### src/rtl/upg_loader_pkg.sv
// Shared definitions for the UART upgrade loader: header codes, state encodings
// and the address bit that selects data memory over instruction memory.
package upg_loader_pkg;

  localparam logic [7:0] HDR_IMEM = 8'h00;
  localparam logic [7:0] HDR_DMEM = 8'h01;
  localparam logic [7:0] HDR_END  = 8'hFF;

  localparam int TGT_BIT = 14;

  typedef enum logic [2:0] {
    LD_HDR  = 3'd0,
    LD_LEN0 = 3'd1,
    LD_LEN1 = 3'd2,
    LD_DATA = 3'd3,
    LD_DONE = 3'd4
  } ld_state_t;

  typedef enum logic [1:0] {
    RX_IDLE  = 2'd0,
    RX_START = 2'd1,
    RX_BITS  = 2'd2,
    RX_STOP  = 2'd3
  } rx_state_t;

  // Oversized section lengths are limited to the memory capacity.
  function automatic logic [15:0] clamp_count(input logic [15:0] n, input int unsigned max_words);
    if ({16'd0, n} > max_words) begin
      return 16'(max_words);
    end else begin
      return n;
    end
  endfunction

endpackage

### src/rtl/uart_rx.sv
// 8N1 UART receiver: two-flop synchroniser, falling-edge start detect,
// mid-bit sampling, one-cycle byte_valid or frame_err per frame.
module uart_rx
  import upg_loader_pkg::*;
#(
  parameter int CLKS_PER_BIT = 87
) (
  input  logic       clk,
  input  logic       rst,
  input  logic       rx,
  output logic       byte_valid,
  output logic [7:0] byte_data,
  output logic       frame_err
);

  localparam int CW = $clog2(CLKS_PER_BIT + 1);
  localparam logic [CW-1:0] HALF_M1 = CW'((CLKS_PER_BIT / 2 > 0) ? CLKS_PER_BIT / 2 - 1 : 0);
  localparam logic [CW-1:0] FULL_M1 = CW'(CLKS_PER_BIT - 1);
  localparam logic [CW-1:0] CNT_ONE = CW'(1);

  logic            rx_meta_r, rx_sync_r, rx_prev_r;
  rx_state_t       state_r;
  logic [CW-1:0]   cnt_r;
  logic [2:0]      bit_idx_r;
  logic [7:0]      shift_r;
  logic            byte_valid_r, frame_err_r;
  logic [7:0]      byte_data_r;

  // Line synchroniser and frame-sampling state machine.
  always_ff @(posedge clk or posedge rst) begin
    if (rst) begin
      rx_meta_r    <= 1'b1;
      rx_sync_r    <= 1'b1;
      rx_prev_r    <= 1'b1;
      state_r      <= RX_IDLE;
      cnt_r        <= '0;
      bit_idx_r    <= 3'd0;
      shift_r      <= 8'h00;
      byte_valid_r <= 1'b0;
      byte_data_r  <= 8'h00;
      frame_err_r  <= 1'b0;
    end else begin
      rx_meta_r    <= rx;
      rx_sync_r    <= rx_meta_r;
      rx_prev_r    <= rx_sync_r;
      byte_valid_r <= 1'b0;
      frame_err_r  <= 1'b0;
      case (state_r)
        RX_IDLE: begin
          if (rx_prev_r && !rx_sync_r) begin
            state_r <= RX_START;
            cnt_r   <= '0;
          end
        end
        RX_START: begin
          if (cnt_r == HALF_M1) begin
            cnt_r     <= '0;
            bit_idx_r <= 3'd0;
            // A start bit that is high again by mid-bit was a glitch.
            state_r   <= rx_sync_r ? RX_IDLE : RX_BITS;
          end else begin
            cnt_r <= cnt_r + CNT_ONE;
          end
        end
        RX_BITS: begin
          if (cnt_r == FULL_M1) begin
            cnt_r   <= '0;
            shift_r <= {rx_sync_r, shift_r[7:1]};
            if (bit_idx_r == 3'd7) begin
              state_r <= RX_STOP;
            end else begin
              bit_idx_r <= bit_idx_r + 3'd1;
            end
          end else begin
            cnt_r <= cnt_r + CNT_ONE;
          end
        end
        RX_STOP: begin
          if (cnt_r == FULL_M1) begin
            cnt_r   <= '0;
            state_r <= RX_IDLE;
            if (rx_sync_r) begin
              byte_valid_r <= 1'b1;
              byte_data_r  <= shift_r;
            end else begin
              frame_err_r <= 1'b1;
            end
          end else begin
            cnt_r <= cnt_r + CNT_ONE;
          end
        end
        default: state_r <= RX_IDLE;
      endcase
    end
  end

  assign byte_valid = byte_valid_r;
  assign byte_data  = byte_data_r;
  assign frame_err  = frame_err_r;

endmodule

### src/rtl/upg_loader.sv
// Firmware upgrade loader: parses header/length/data sections from a UART byte
// stream and emits 32-bit word writes into instruction or data memory.
module upg_loader
  import upg_loader_pkg::*;
#(
  parameter int CLKS_PER_BIT = 87,
  parameter int MAX_WORDS    = 16384
) (
  input  logic        upg_clk_i,
  input  logic        upg_rst_i,
  input  logic        upg_rx_i,
  output logic        upg_wen_o,
  output logic [14:0] upg_adr_o,
  output logic [31:0] upg_dat_o,
  output logic        upg_done_o,
  output logic        upg_err_o
);

  logic        byte_valid_s;
  logic [7:0]  byte_data_s;
  logic        frame_err_s;

  ld_state_t   state_r;
  logic        target_r;
  logic [7:0]  len_lo_r;
  logic [15:0] remaining_r;
  logic [1:0]  byte_idx_r;
  logic [23:0] word_r;
  logic [13:0] word_adr_r;
  logic        wen_r;
  logic [14:0] adr_r;
  logic [31:0] dat_r;
  logic        done_r;
  logic        err_r;

  uart_rx #(.CLKS_PER_BIT(CLKS_PER_BIT)) u_rx (
    .clk        (upg_clk_i),
    .rst        (upg_rst_i),
    .rx         (upg_rx_i),
    .byte_valid (byte_valid_s),
    .byte_data  (byte_data_s),
    .frame_err  (frame_err_s)
  );

  // Section parser and word assembler; a frame error never advances the parse.
  always_ff @(posedge upg_clk_i or posedge upg_rst_i) begin
    if (upg_rst_i) begin
      state_r     <= LD_HDR;
      target_r    <= 1'b0;
      len_lo_r    <= 8'h00;
      remaining_r <= 16'd0;
      byte_idx_r  <= 2'd0;
      word_r      <= 24'h000000;
      word_adr_r  <= 14'd0;
      wen_r       <= 1'b0;
      adr_r       <= 15'd0;
      dat_r       <= 32'h00000000;
      done_r      <= 1'b0;
      err_r       <= 1'b0;
    end else begin
      wen_r <= 1'b0;
      if (frame_err_s) begin
        err_r <= 1'b1;
      end
      if (byte_valid_s) begin
        case (state_r)
          LD_HDR: begin
            case (byte_data_s)
              HDR_IMEM: begin
                target_r <= 1'b0;
                state_r  <= LD_LEN0;
              end
              HDR_DMEM: begin
                target_r <= 1'b1;
                state_r  <= LD_LEN0;
              end
              HDR_END: begin
                done_r  <= 1'b1;
                state_r <= LD_DONE;
              end
              default: err_r <= 1'b1;
            endcase
          end
          LD_LEN0: begin
            len_lo_r <= byte_data_s;
            state_r  <= LD_LEN1;
          end
          LD_LEN1: begin
            if ({byte_data_s, len_lo_r} == 16'd0) begin
              state_r <= LD_HDR;
            end else begin
              remaining_r <= clamp_count({byte_data_s, len_lo_r}, MAX_WORDS);
              word_adr_r  <= 14'd0;
              byte_idx_r  <= 2'd0;
              state_r     <= LD_DATA;
            end
          end
          LD_DATA: begin
            if (byte_idx_r != 2'd3) begin
              // Shift right so the first byte ends up in bits 7:0.
              word_r     <= {byte_data_s, word_r[23:8]};
              byte_idx_r <= byte_idx_r + 2'd1;
            end else begin
              wen_r                  <= 1'b1;
              dat_r                  <= {byte_data_s, word_r};
              adr_r[TGT_BIT]         <= target_r;
              adr_r[TGT_BIT-1:0]     <= word_adr_r;
              word_adr_r             <= word_adr_r + 14'd1;
              remaining_r            <= remaining_r - 16'd1;
              byte_idx_r             <= 2'd0;
              if (remaining_r == 16'd1) begin
                state_r <= LD_HDR;
              end
            end
          end
          LD_DONE: state_r <= LD_DONE;
          default: state_r <= LD_HDR;
        endcase
      end
    end
  end

  assign upg_wen_o  = wen_r;
  assign upg_adr_o  = adr_r;
  assign upg_dat_o  = dat_r;
  assign upg_done_o = done_r;
  assign upg_err_o  = err_r;

endmodule

### config.mk
export PLATFORM = sky130hd
export DESIGN_NAME = upg_loader
export DESIGN_NICKNAME = d
export VERILOG_FILES = /design/src/rtl/upg_loader_pkg.sv /design/src/rtl/uart_rx.sv /design/src/rtl/upg_loader.sv
export SDC_FILE = /design/constraint.sdc
export NUM_CORES = 1
export LEC_CHECK = 0
export CORE_MARGIN = 2
export CORE_UTILIZATION = 55
export CTS_CLUSTER_DIAMETER = 50
export DETAILED_ROUTE_END_ITERATION = 7
export PLACE_DENSITY = 0.74
export SLEW_MARGIN = 20
export SYNTH_ARGS = -nofsm -noshare
export SYNTH_HDL_FRONTEND = slang
export SYNTH_SLANG_ARGS = --single-unit
### constraint.sdc
create_clock -name upg_clk_i -period 6.6 [get_ports upg_clk_i]
set_input_delay 1.32 -clock upg_clk_i [delete_from_list [all_inputs] [get_ports upg_clk_i]]
set_output_delay 1.32 -clock upg_clk_i [all_outputs]
set_load 0.01 [all_outputs]
### Word-level counts from Yosys, hierarchy flattened

Index checks and enable logic that the tools add are counted.

* flip-flop bits (word level): 151
* input bits: 3
* output and inout bits: 50
* word-level logic and storage cells: 121

* $add $sub $neg: 5
* $lt $le $gt $ge: 1
* eq/ne operators: 24
* multiplexer cells: 44
* bitwise logic cells: 1
* reduce and logical (&&, ||, !) cells: 24

Operators with widths (count)
* 16-bit 2-to-1 mux: 3
* 16-bit case mux with 2 select lines: 1
* 14-bit 2-to-1 mux: 2
* 14-bit case mux with 2 select lines: 1
* 7-bit 2-to-1 mux: 3
* 7-bit case mux with 3 select lines: 1
* 2-bit 2-to-1 mux: 9
* 3-bit AND reduction: 6
* 16-bit by 1-bit equality test with 1-bit output (second input constant): 1
* 16-bit by 15-bit greater-than comparator with 1-bit output (second input constant): 1
* 16-bit logical NOT: 1
* 16-bit by 1-bit subtractor with 16-bit output (second input constant): 1
* 3-bit 2-to-1 mux: 5
* 3-bit case mux with 5 select lines: 1
* 14-bit by 1-bit adder with 14-bit output (second input constant): 1
* 1-bit 2-to-1 mux: 13
* 3-bit case mux with 2 select lines: 2
* 4-bit AND reduction: 3
* 2-bit by 1-bit inequality test with 1-bit output (second input constant): 5
* 2-bit inequality test (second input constant): 5
* 8-bit by 1-bit equality test with 1-bit output (second input constant): 1
* 8-bit equality test (second input constant): 1
* 8-bit logical NOT: 1
* 2-bit case mux with 4 select lines: 1
* other kinds (23): 30

### Depth between registers and ports, before layout

* depth after elaboration: 5
* mapped depth: 8
* mapped depth without buffers: 7

### Cells and area by module

From an unflattened synthesis, not the netlist that was laid out.

* cells, all modules: 607
* area total of the unflattened synthesis: 6715.2 µm²

Modules (own cells, without submodules)
* upg_loader: instances 1, cells each 485, area an instance 5238.8 µm², seq. area each 2952.8 µm²
* uart_rx: instances 1, cells each 122, area an instance 1476.4 µm², seq. area each 829.5 µm²

### Worst setup path before layout

Ideal clock, no wire load.

* kind: reg-to-reg
* from: reg remaining_r[12]
* to: reg remaining_r[15]
* setup time: 0.074 ns
* data arrival time: 1.837 ns
* required time: 6.526 ns
* setup slack: 4.688 ns
* stages on the path, launching flop included: 5
* buffers on the path: 0
* clock period less this slack: 1.912 ns
* cells stage by stage: dfrtp_1 > or4_4 > or3_1 > or4_4 > a21oi_2

* longest elaborated chain between the ends: 3

Ends and longest elaborated chain
* from (decl): line upg_loader.sv:26 `logic [15:0] remaining_r;`
* from (signal assigned): line upg_loader.sv:92 `remaining_r <= clamp_count({byte_data_s, len_lo_r}, MAX_WORDS);`
* from (signal assigned): line upg_loader.sv:109 `remaining_r <= remaining_r - 16'd1;`
* 16-bit by 1-bit subtractor with 16-bit output: line upg_loader.sv:109
* 16-bit 2-to-1 mux: line upg_loader.sv:99 `if (byte_idx_r != 2'd3) begin`
* 16-bit case mux with 2 select lines: line upg_loader.sv:66 `case (state_r)`

No other way between the ends. The select of a mux whose other input is x is not followed.
A chain may end at the register's enable or synchronous reset.

### Worst setup path in the final report

* from: reg state_r[2]
* to: reg remaining_r[11]

* longest elaborated chain between the ends: 3
* elaborated cells on any way between the ends: 7
* those cells by class: eq/ne: 4; mux: 1; reduce/logical: 2

Ends and longest elaborated chain
* from (decl): line upg_loader.sv:23 `ld_state_t state_r;`
* from (signal assigned): line upg_loader.sv:48 `state_r <= LD_HDR;`
* from (signal assigned): line upg_loader.sv:71 `state_r <= LD_LEN0;`
* from (signal assigned): line upg_loader.sv:75 `state_r <= LD_LEN0;`
* 3-bit by 2-bit equality test with 1-bit output: line upg_loader.sv:66
* 2-bit inequality test (no line) / 2-bit nonzero test (equally long branches)
* 4-bit AND reduction (no line)

Parallel ways exist; a longest one is shown, timed or not.

==> impl_metrics.yaml <==
run_status:
  status: "finished clean"
floorplan:
  die_h_um: 114.6
  dieArea_mm2: 0.01314
  initial_core_util_pct: 56.29
  die-width_um: 114.6
  core_area_mm2: 0.01196
  num_io_pins: 53
  rows: 40
placement:
  port_buffers: 52
  dp_slack_ns: 3.108
  routabilityCongestion: 0.8864
  hpwl_mm: 9.257
critical_path:
  r2r-start: "state_r[2]"
  crit_path_end_kind: "flop"
  critPathLaunchType: "flop"
  crit_start: "state_r[2]"
  arrival_ns: 3.67
  path_class: "flop to flop"
  r2r_slack_ns: 3.17
  reg2regPathDepth: 5
  crit_fanout: 52
  worstPathRequired_ns: 6.84
  timing.rr.end: "remaining_r[11]"
synth:
  syn_area_mm2: 0.006733
  avgSynthCellArea_um2: 10.39
  synth_edf_count: 0
  synth_nets: 659
  synthCells: 648
  ys.flop_type: "dfrtp_1"
  ys_warn_count: 0
  ys_seq_elements: 151
  ys_seq_area_share_pct: 56.18
  synthArstFlopShare_pct: 100.0
  synth.distinct_cells: 63
global_route:
  grt_first_pass_wirelength_mm: 23.65
  antenna_found_initial: 0
  grt_pass1_vias: 4846
  grt_overflow: 0
  grt_max_degree: 102
  track_usage_pct: 23.03
timing:
  report.final.hold_viol_count: 0
  rsz0062_at_grt: "no"
  setup_viol: 0
  setup_ws_ns: 3.167
  tns_ns: 0
  worst-slew-pin-transition_ns: 1.129
  fin_crit_ns: 3.433
  maxClockFrequency_ghz: 0.2913
  fin_hold_ws_ns: 0.3558
  final_max_slew_viol_count: 0
  relSlewSlack_pct: 24.73
  worst_clock_skew_ns: 0.008992
  finalCritPeriodShare_pct: 52.02
clocking:
  cts_sinks: 151
  numCtsBuffers: 17
  cts_tree: "yes"
  root_buffer: "clkbuf_16"
  ctsHoldBuffers: 0
  cts_resized: 0
  clk_transition_reported_paths_ns: 0.06
  cts_buffer_depth: 2
  clk_latency_ns: 0.43
  post-cts-setup-buffer-count: 0
  htreeDepth: 4
finish:
  diodes: 0
  drive_above_1_share_pct: 13.19
  syn2layout_area_growth_pct: 17.84
  fill_cells: 950
  nNetsFinal: 704
  finish.utilization_pct: 66.33
route:
  first_iter_violations: 554
  wl_per_cell_um: 16.51
  wl_mm: 14.06
  detail-route-antenna-nets: 0
  drc: 0
  dr.pass1.iters: 7
  avgViaCountPerCell: 5.915
  num_vias: 5040
min_path:
  min_from: "u_rx.rx_meta_r"
  min_path_cells: 0
  min_to: "u_rx.rx_sync_r"
  hp-class: "flop to flop"
flow_run:
  drv_cap: 0
power:
  p_leak_uw: 0.003832
  pwr_density_cell_mw_per_mm2: 269.7
  ir_drop_uv: 199.0
## cells by family (layout without fill, tap and decap cells)
group	Yosys count	in the layout	share of synthesized area (%)
adders and majority gates	8	8	1.487
xor gates and xnor gates	3	3	0.3903
muxes	51	51	8.511
DFF	151	151	56.18
buffers and inverters	49	106	3.196
AOI/OAI and AO/OA	123	123	12.06
and+or+nand+nor	263	263	18.18
## cells in the final DEF (no fill, tap or decap), types with 5 or more instances in the layout
cell type,count
nor3_1,13
nand3_1,13
or3_1,6
nor2_1,28
or4_1,6
mux2_1,9
o21ai_0,16
ha_1,8
a21oi_1,33
nand2_1,156
mux2_2,41
o21ai_1,16
o31ai_1,6
a22o_1,6
dfrtp_1,148
a31oi_1,11
and3_1,6
nand4_1,5
clkbuf_16,17
clkdlybuf4s50_1,52
inv_1,18
## stage by stage
stage | instances | total power (uW) | cell area [um2]
detailed placement | 821 | 1175 | 7340
global placement | 821 | 1162 | 7340
finish | 852 | 2140 | 7934
global route | 852 | 2222 | 7934
floorplan | 648 | 1138 | 6733
CTS | 852 | 2152 | 7934
## synthesized netlist by cell type (all sizes together) (2+ instances only)
| cell | number | area (um2) |
|---|---|---|
| a2111oi | 2 | 55.05 |
| and2 | 4 | 25.02 |
| a22oi | 4 | 30.03 |
| a211oi | 2 | 15.01 |
| a221oi | 2 | 17.52 |
| nand2 | 156 | 585.6 |
| nor3 | 16 | 101.4 |
| o31ai | 6 | 45.04 |
| o21ai | 33 | 165.2 |
| and3 | 6 | 37.54 |
| dfstp | 3 | 78.83 |
| a22o | 6 | 52.55 |
| a21oi | 34 | 173.9 |
| dfrtp | 148 | 3704 |
| and3b | 2 | 17.52 |
| o21a | 4 | 30.03 |
| nand2b | 4 | 25.02 |
| inv | 20 | 75.07 |
| nand4 | 5 | 31.28 |
| a41oi | 2 | 17.52 |
| a31oi | 11 | 68.82 |
| or4 | 9 | 78.82 |
| a211o | 2 | 17.52 |
| mux2 | 50 | 563.0 |
| nand3 | 14 | 70.07 |
| ha | 8 | 100.1 |
| a21boi | 3 | 22.52 |
| nor2b | 2 | 12.51 |
| a32oi | 3 | 26.28 |
| buf | 11 | 72.57 |
| a21o | 2 | 15.01 |
| clkbuf | 18 | 67.56 |
| nor4 | 4 | 31.28 |
| xnor2 | 2 | 17.52 |
| or3 | 6 | 37.54 |
| nor2 | 29 | 111.4 |
## report_power, final
part	total, uW	internal, uW	switching (uW)
Sequential	1010	957	52.3
Clock	980	603	377
Combinational	150	63.2	86.8
Total	2140	1620	516
## routing by layer
| metal | share of wire (%) | global-route usage (%) | up-vias |
|---|---|---|---|
| li1 | - | - | 2377 |
| met5 | 0 | 0 | - |
| met3 | 4.7 | 5.188 | 31 |
| met1 | 45 | 31.07 | 2480 |
| met4 | 2.0 | 9.756 | 0 |
| met2 | 48 | 36.13 | 152 |
## worst max-delay path: stages, from the launching register on
cell	delay (ns)
dfrtp_1	0.49
and3b_1	0.55
nand3_2	0.82
inv_2	1.01
a41o_1	0.28
a221oi_1	0.05
## worst max-delay path by stage
stage / to / slack, ns / cells after the start
global route: remaining_r[11] / 2.77 / 5
floorplan: asynchronous set/reset pin / 1.22 / 1
global placement: remaining_r[11] / 3.21 / 5
finish: remaining_r[11] / 3.17 / 5
detailed placement: remaining_r[11] / 3.11 / 5
CTS: remaining_r[11] / 3.10 / 5
## state kept, by name (all words and copies together) (netlist names), 2 cells and up, named ones only
signal,cells
u_rx.bit_idx_r,3
upg_adr_o,15
upg_dat_o,32
u_rx.byte_data,8
word_adr_r,14
state_r,3
u_rx.shift_r,8
byte_idx_r,2
word_r,24
remaining_r,16
u_rx.cnt_r,7
len_lo_r,8
## area by class of cell
cell class                 count  area, um2  share of cell area [%]
multi-input combinational    448       2750                   34.66
clock buffer                  20      446.7                   5.630
tap                          147      183.9                   2.318
sequential                   151       3782                   47.67
inverter                      20      80.08                   1.009
clock inverter                11      147.6                   1.861
timing repair buffer          55      543.0                   6.844
Note: power is estimated with default switching activity, not from simulation.
